===== src/rtl/fetch_queue.sv =====
// Instruction-fetch front end: issues in-order word reads, buffers {instr, pc}, feeds decode.
// Optional redirect/drop performance counters are enabled by defining FETCH_QUEUE_PERF_CNT_EN.
module fetch_queue #(
  parameter int unsigned     XLEN     = 32,
  parameter int unsigned     DEPTH    = 4,
  parameter logic [XLEN-1:0] RESET_PC = '0
) (
  input  logic            clk,
  input  logic            reset,
  output logic            imem_req_valid,
  input  logic            imem_req_ready,
  output logic [XLEN-1:0] imem_req_addr,
  input  logic            imem_rsp_valid,
  input  logic [XLEN-1:0] imem_rsp_data,
  input  logic            redirect,
  input  logic [XLEN-1:0] redirect_pc,
  output logic            instr_valid,
  input  logic            instr_ready,
  output logic [XLEN-1:0] instr,
  output logic [XLEN-1:0] instr_pc,
  output logic [6:0]      op,
  output logic [2:0]      funct3,
`ifdef FETCH_QUEUE_PERF_CNT_EN
  output logic [31:0]     perf_flush_cnt,
  output logic [31:0]     perf_drop_cnt,
`endif
  output logic            funct7
);

  localparam int unsigned PW = $clog2(DEPTH);
  localparam int unsigned CW = PW + 1;

  typedef enum logic {RUN, DRAIN} state_t;

  typedef struct packed {
    logic [XLEN-1:0] pc;
    logic [XLEN-1:0] data;
  } entry_t;

  state_t          state_q, state_d;
  logic [XLEN-1:0] fetch_pc_q;
  logic [CW-1:0]   outstanding_q, outstanding_d;
  logic [CW-1:0]   count_q;
  logic [PW-1:0]   tag_wr_q, tag_rd_q;
  logic [PW-1:0]   head_q, tail_q;
  logic [XLEN-1:0] tag_mem [DEPTH];
  entry_t          ent_mem [DEPTH];

  logic [CW:0]     occupancy;
  logic            req_fire;
  logic            rsp_take;
  logic            push;
  logic            pop;
  entry_t          head_ent;

  // Credit check: in-flight plus buffered never exceeds DEPTH, so responses always fit.
  always_comb begin
    occupancy      = {1'b0, outstanding_q} + {1'b0, count_q};
    imem_req_valid = (state_q == RUN) && !redirect && !reset
                     && (occupancy < (CW+1)'(DEPTH));
    imem_req_addr  = fetch_pc_q;
    req_fire       = imem_req_valid && imem_req_ready;
    rsp_take       = imem_rsp_valid && (outstanding_q != '0);
    push           = rsp_take && (state_q == RUN) && !redirect;
    instr_valid    = (count_q != '0) && !reset;
    pop            = instr_valid && instr_ready && !redirect;
    outstanding_d  = outstanding_q + CW'(req_fire) - CW'(rsp_take);
  end

  // Decode-side view of the head entry.
  always_comb begin
    head_ent = ent_mem[head_q];
    instr    = head_ent.data;
    instr_pc = head_ent.pc;
    op       = head_ent.data[6:0];
    funct3   = head_ent.data[14:12];
    funct7   = head_ent.data[30];
  end

  // Next state: drain stale responses after a redirect while any are still in flight.
  always_comb begin
    state_d = state_q;
    case (state_q)
      RUN:     if (redirect && (outstanding_d != '0)) state_d = DRAIN;
      DRAIN:   state_d = (outstanding_d != '0) ? DRAIN : RUN;
      default: state_d = RUN;
    endcase
  end

  always_ff @(posedge clk) begin
    if (reset) state_q <= RUN;
    else       state_q <= state_d;
  end

  // Fetch PC, credit counter and queue pointers.
  always_ff @(posedge clk) begin
    if (reset) begin
      fetch_pc_q    <= RESET_PC;
      outstanding_q <= '0;
      count_q       <= '0;
      tag_wr_q      <= '0;
      tag_rd_q      <= '0;
      head_q        <= '0;
      tail_q        <= '0;
    end else begin
      outstanding_q <= outstanding_d;
      if (redirect) begin
        fetch_pc_q <= redirect_pc;
        count_q    <= '0;
        tag_wr_q   <= '0;
        tag_rd_q   <= '0;
        head_q     <= '0;
        tail_q     <= '0;
      end else begin
        if (req_fire) begin
          fetch_pc_q <= fetch_pc_q + XLEN'(4);
          tag_wr_q   <= tag_wr_q + PW'(1);
        end
        if (push) begin
          tail_q   <= tail_q + PW'(1);
          tag_rd_q <= tag_rd_q + PW'(1);
        end
        if (pop) head_q <= head_q + PW'(1);
        count_q <= count_q + CW'(push) - CW'(pop);
      end
    end
  end

  // Storage arrays carry no reset; validity is tracked by the pointers above.
  always_ff @(posedge clk) begin
    if (req_fire) tag_mem[tag_wr_q] <= fetch_pc_q;
    if (push)     ent_mem[tail_q]   <= '{pc: tag_mem[tag_rd_q], data: imem_rsp_data};
  end

`ifdef FETCH_QUEUE_PERF_CNT_EN
  always_ff @(posedge clk) begin
    if (reset) begin
      perf_flush_cnt <= '0;
      perf_drop_cnt  <= '0;
    end else begin
      perf_flush_cnt <= perf_flush_cnt + 32'(redirect);
      perf_drop_cnt  <= perf_drop_cnt + 32'(rsp_take && (state_q == DRAIN));
    end
  end
`endif

endmodule

===== config.mk =====
export PLATFORM = sky130hd
export DESIGN_NAME = fetch_queue
export DESIGN_NICKNAME = d
export VERILOG_FILES = /design/src/rtl/fetch_queue.sv
export SDC_FILE = /design/constraint.sdc
export NUM_CORES = 1
export LEC_CHECK = 0
export BUFFER_PORTS_ARGS = -buffer_cell sky130_fd_sc_hd__buf_2
export CAP_MARGIN = 20
export CORE_UTILIZATION = 40
export DETAILED_ROUTE_END_ITERATION = 10
export GPL_TIMING_DRIVEN = 0
export PLACE_DENSITY = 0.65
export SYNTH_ARGS = -nofsm -noshare
export SYNTH_HDL_FRONTEND = slang
export SYNTH_SLANG_ARGS = --single-unit
export TNS_END_PERCENT = 20

===== constraint.sdc =====
create_clock -name clk -period 3.01 [get_ports clk]
set_input_delay 0.1505 -clock clk [delete_from_list [all_inputs] [get_ports clk]]
set_output_delay 0.1505 -clock clk [all_outputs]
set_load 0.02 [all_outputs]

==> metrics.txt <==
# TYPE chip_impl_metric gauge
chip_impl_metric{name="post_drt_wl_per_cell",unit="um"} 21.1
chip_impl_metric{name="synth_area_per_inst",unit="um2"} 19.7
chip_impl_metric{name="detail_route.drc_violations",unit=""} 0
chip_impl_metric{name="die_width",unit="um"} 206
chip_impl_metric{name="post-place-ws",unit="ns"} -0.305
chip_impl_metric{name="r2r.worst_path.cells",unit=""} 14
chip_impl_info{name="critical_path.slowest_cell",value="dfxtp_4"} 1
chip_impl_metric{name="final_standard_cell_area_without_fillers",unit="um2"} 20600
chip_impl_metric{name="synth_nets",unit=""} 929
chip_impl_metric{name="timing.critical_path.arrival",unit="ns"} 3.38
chip_impl_metric{name="placed_cells",unit=""} 1560
chip_impl_info{name="worstSetupEndpointType",value="register"} 1
chip_impl_info{name="worst_r2r_startpoint",value="count_q[2]$_SDFF_PP0_"} 1
chip_impl_info{name="postSynth.topFlopCell",value="edfxtp_1"} 1
chip_impl_metric{name="regArea",unit="um2"} 12600
chip_impl_metric{name="crit_buf_inv",unit=""} 5
chip_impl_metric{name="power_density",unit="nW/um2"} 668
chip_impl_metric{name="drt_wl_total",unit="um"} 36200
chip_impl_metric{name="numCtsBuffers",unit=""} 45
chip_impl_metric{name="port-buffer-count",unit=""} 178
chip_impl_metric{name="routed_via_density",unit=""} 5.21
chip_impl_metric{name="cts_clk_pin_slew_worst_paths",unit="ns"} 0.06
chip_impl_info{name="crit_path_frequent_cell",value="ha_4"} 1
chip_impl_metric{name="grt_first_pass_wirelength",unit="um"} 54500
chip_impl_metric{name="total_global_routing_overflow",unit=""} 0
chip_impl_info{name="kind_of_critical_path",value="register to register"} 1
chip_impl_metric{name="worst_pin_slew",unit="ns"} 0.716
chip_impl_metric{name="setup_violations",unit=""} 0
chip_impl_metric{name="power.static_leakage",unit="nW"} 6.98
chip_impl_metric{name="fp.dieArea",unit="um2"} 42400
chip_impl_metric{name="synth_xor_area_frac",unit=""} 0.00843
chip_impl_metric{name="postRouteAntennaNets",unit=""} 0
chip_impl_metric{name="synth-seq-cells",unit=""} 435
chip_impl_metric{name="final.setup_skew",unit="ns"} 0.0124
chip_impl_metric{name="min_period_over_period",unit=""} 0.968
chip_impl_metric{name="syn_inst",unit=""} 842
chip_impl_metric{name="multi_input_area",unit="um2"} 3800
chip_impl_metric{name="max_freq",unit="MHz"} 343
chip_impl_metric{name="worstPathMaxFanout",unit=""} 7
chip_impl_metric{name="cpPeakStageDelay",unit="ns"} 0.36
chip_impl_metric{name="detailedPlacementHpwl",unit="um"} 22500
chip_impl_metric{name="route.vias.total",unit=""} 8917
chip_impl_info{name="rr_endpoint",value="state_q$_SDFF_PP0_"} 1
chip_impl_info{name="cpLargestDelayFamily",value="adder cells"} 1
chip_impl_metric{name="synth.cell_area",unit="um2"} 16600
chip_impl_info{name="holdPathEnd",value="imem_req_addr[7]$_SDFFE_PP0N_"} 1
chip_impl_metric{name="filler_cell_count",unit=""} 3380
chip_impl_metric{name="via_count_of_the_first_global_routing_pass",unit=""} 9186
chip_impl_metric{name="post_synth_fa_ha_maj_area_fraction",unit=""} 0.0137
chip_impl_metric{name="post_route_cells_drive_above_1_share",unit=""} 0.349
chip_impl_metric{name="critical_path_depth",unit=""} 14
chip_impl_info{name="timing.critical_path.cells",value="ha_4 > nor4_4 > and4_1 > buf_6 > clkinvlp_4 > buf_8 > ha_4 > inv_2 > ha_4 > inv_2 > fa_2 > xor2_1 > xnor2_1 > a311oi_1"} 1
chip_impl_metric{name="detailed_place.area",unit="um2"} 18400
chip_impl_metric{name="maximum_number_of_pins_on_one_net_before_global_route_repair",unit=""} 47
chip_impl_metric{name="htreeDepth",unit=""} 2
chip_impl_info{name="clock_tree_from_tritoncts",value="built"} 1
chip_impl_metric{name="post_synth_num_cell_types",unit=""} 48
chip_impl_metric{name="antenna_found_initial",unit=""} 0
chip_impl_metric{name="drv.max_cap_violation_count",unit=""} 0
chip_impl_info{name="min-delay-path-class",value="input pin to register"} 1
chip_impl_metric{name="data_required_critical_path",unit="ns"} 3.48
chip_impl_info{name="synth_top_family_by_area",value="multiplexers"} 1
chip_impl_metric{name="proportion_of_synthesized_area_in_mux_cells",unit=""} 0.133
chip_impl_metric{name="finalNetCount",unit=""} 1232
chip_impl_metric{name="gr-usage-all-layers",unit=""} 0.174
chip_impl_metric{name="area.growth.synth_to_final",unit="%"} 24.1
chip_impl_metric{name="io_pins",unit=""} 179
chip_impl_metric{name="ys_warn_count",unit=""} 0
chip_impl_info{name="ctsRootBufferMaster",value="clkbuf_16"} 1
chip_impl_metric{name="drt-pass1-iter-count",unit=""} 6
chip_impl_metric{name="initialDrtViolationCount",unit=""} 584
chip_impl_metric{name="synth_compound_gate_area_share",unit=""} 0.0253
chip_impl_metric{name="cts.path.max_buffers",unit=""} 3
chip_impl_metric{name="synthSimpleGateAreaFrac",unit=""} 0.0434
chip_impl_metric{name="synthArstFlopShare",unit=""} 0
chip_impl_metric{name="yosysSeqAreaShare",unit=""} 0.755
chip_impl_metric{name="final_cell_count_no_fill",unit=""} 1712
chip_impl_metric{name="num_rows",unit=""} 74
chip_impl_metric{name="holdPathStages",unit=""} 4
chip_impl_metric{name="fin_crit",unit="ns"} 2.91
chip_impl_metric{name="gp_congestion",unit=""} 0.819
chip_impl_metric{name="timing.slew.headroom",unit=""} 0.523
chip_impl_metric{name="worst_slack",unit="ns"} 0.0959
chip_impl_metric{name="setup.reg_to_reg.worst_slack",unit="ns"} 0.1
chip_impl_metric{name="report.final.slew_viol_count",unit=""} 0
chip_impl_metric{name="cts_sinks",unit=""} 435
chip_impl_metric{name="start_util",unit=""} 0.406
chip_impl_info{name="hold_start",value="redirect"} 1
chip_impl_info{name="critPathLaunchType",value="register"} 1
chip_impl_metric{name="synth-edff-count",unit=""} 384
chip_impl_metric{name="final-hold-violation-count",unit=""} 0
chip_impl_metric{name="diodes",unit=""} 0
chip_impl_info{name="rsz0062_at_grt",value="yes"} 1
chip_impl_metric{name="core_area",unit="um2"} 40900
chip_impl_metric{name="vdd_ir_drop_max",unit="mV"} 0.403
chip_impl_info{name="crit_path_launch",value="count_q[2]$_SDFF_PP0_"} 1
chip_impl_metric{name="insertion_delay",unit="ns"} 0.56
chip_impl_info{name="status",value="finished, final reports clean"} 1
chip_impl_metric{name="finish.utilization",unit=""} 0.504
chip_impl_metric{name="dieHeight",unit="um"} 206
chip_impl_metric{name="fin_setup_tns",unit="ns"} 0
-- cell families (layout without fill, tap and decap cells) --
family	Yosys count	in the layout
compound gates	65	65
xor+xnor	16	16
flops	435	435
buf+inv	69	407
simple gates	139	139
fa+ha+maj	17	17
mux	101	101
-- timing repair --
item                                    4_1_cts  5_1_grt
endpoints found under the setup margin       70        3
buffers inserted                              2        6
pin swaps                                     3        8
hold buffers                                 65        0
resized for setup                             3       14
endpoints found under the hold margin       162        0
-- worst max path at each step --
| stage | end | slack, ns |
|---|---|---|
| 2_1_floorplan | state_q$_SDFF_PP0_ | 0.01 |
| 3_3_place_gp | ent_mem[1][6]$_DFFE_PP_ | -1.18 |
| 3_5_place_dp | state_q$_SDFF_PP0_ | -0.31 |
| 4_1_cts | instr[30] | 0.01 |
| 5_1_grt | state_q$_SDFF_PP0_ | -0.02 |
| 6_report | state_q$_SDFF_PP0_ | 0.1 |
-- cells in the mapped netlist (2+ instances only) --
library cell / instances / area share
nand4_1: 11 / 0.0041
and3_1: 8 / 0.0030
o21ai_0: 11 / 0.0033
buf_1: 4 / 0.00090
buf_4: 13 / 0.0059
a21oi_1: 17 / 0.0051
edfxtp_1: 384 / 0.69
ha_1: 15 / 0.011
a211oi_1: 4 / 0.0018
inv_1: 17 / 0.0038
nor4_1: 2 / 0.00075
xor2_1: 9 / 0.0047
o211ai_1: 6 / 0.0027
nor3_1: 3 / 0.00090
a41oi_1: 2 / 0.0011
buf_6: 2 / 0.0014
xnor2_1: 7 / 0.0037
and4_1: 5 / 0.0026
nor2_1: 38 / 0.0086
dfxtp_1: 51 / 0.061
mux2i_1: 3 / 0.0018
a311oi_1: 4 / 0.0021
a31oi_1: 11 / 0.0041
buf_2: 13 / 0.0039
mux2_2: 2 / 0.0014
mux4_2: 96 / 0.13
or3_1: 9 / 0.0034
nand2_1: 31 / 0.0070
nand3_1: 11 / 0.0033
and2_1: 12 / 0.0045
o311ai_0: 2 / 0.0011
fa_1: 2 / 0.0024
clkbuf_1: 20 / 0.0045
or2_2: 2 / 0.00075
o21a_1: 2 / 0.00090
-- flip-flops by register name, indices dropped and copies added (netlist names), named ones only --
signal / cells
state_q: 1
imem_req_addr: 32
tag_mem: 128
ent_mem: 256
outstanding_q: 3
tag_wr_q: 2
head_q: 2
count_q: 3
tail_q: 2
tag_rd_q: 2
-- worst reg2reg max path: stages (launching register included) --
cell	delay, ns
dfxtp_4	0.36
ha_4	0.24
nor4_4	0.28
and4_1	0.24
buf_6	0.11
clkinvlp_4	0.10
buf_8	0.15
ha_4	0.21
inv_2	0.06
ha_4	0.12
inv_2	0.04
fa_2	0.35
xor2_1	0.17
xnor2_1	0.14
a311oi_1	0.26
-- layout by cell type (no fill, tap or decap), drive strengths merged, types with 13 or more instances in the layout --
| master | netlist | final |
|---|---|---|
| dfxtp | 51 | 51 |
| nand3 | 13 | 13 |
| and2 | 13 | 13 |
| a21oi | 17 | 17 |
| dlygate4sd3 | 0 | 65 |
| ha | 15 | 15 |
| buf | 32 | 225 |
| mux4 | 96 | 96 |
| nand2 | 31 | 31 |
| clkbuf | 20 | 78 |
| inv | 17 | 17 |
| edfxtp | 384 | 384 |
| nor2 | 38 | 38 |
| clkinv | 0 | 16 |
-- per-stage QoR --
stage / hold slack [ns] / power, mW
global placement: 0.364 / 8.25
detailed placement: 0.370 / 8.30
CTS: 0.0289 / 13.8
finish: 0.116 / 13.8
floorplan: 0.249 / 7.82
global route: 0.109 / 14.3
-- routing by layer --
metal / GRT usage / up-vias / share of wire / wire length, um
met4: 0.0536 / 0 / 0.022 / 780
met5: 0 / - / 0 / 0
met1: 0.231 / 4563 / 0.43 / 15500
met2: 0.290 / 287 / 0.49 / 17800
li1: - / 4016 / - / -
met3: 0.0339 / 51 / 0.059 / 2130
-- area by class of cell --
class                           instances  area share
Buffer                                 49      0.0129
Clock buffer                           60      0.0609
Clock inverter                         22     0.00983
Inverter                               17     0.00328
Multi-Input combinational cell        338       0.185
Sequential cell                       435       0.609
Tap cell                              532      0.0323
Timing Repair Buffer                  259      0.0869
-- power by group --
part	total, mW	switching [mW]	internal, mW
logic	1.34	0.757	0.584
registers	6.98	0.141	6.84
clock network	5.45	2.25	3.19
total	13.8	3.15	10.6
(Power assumes the default switching activity.)
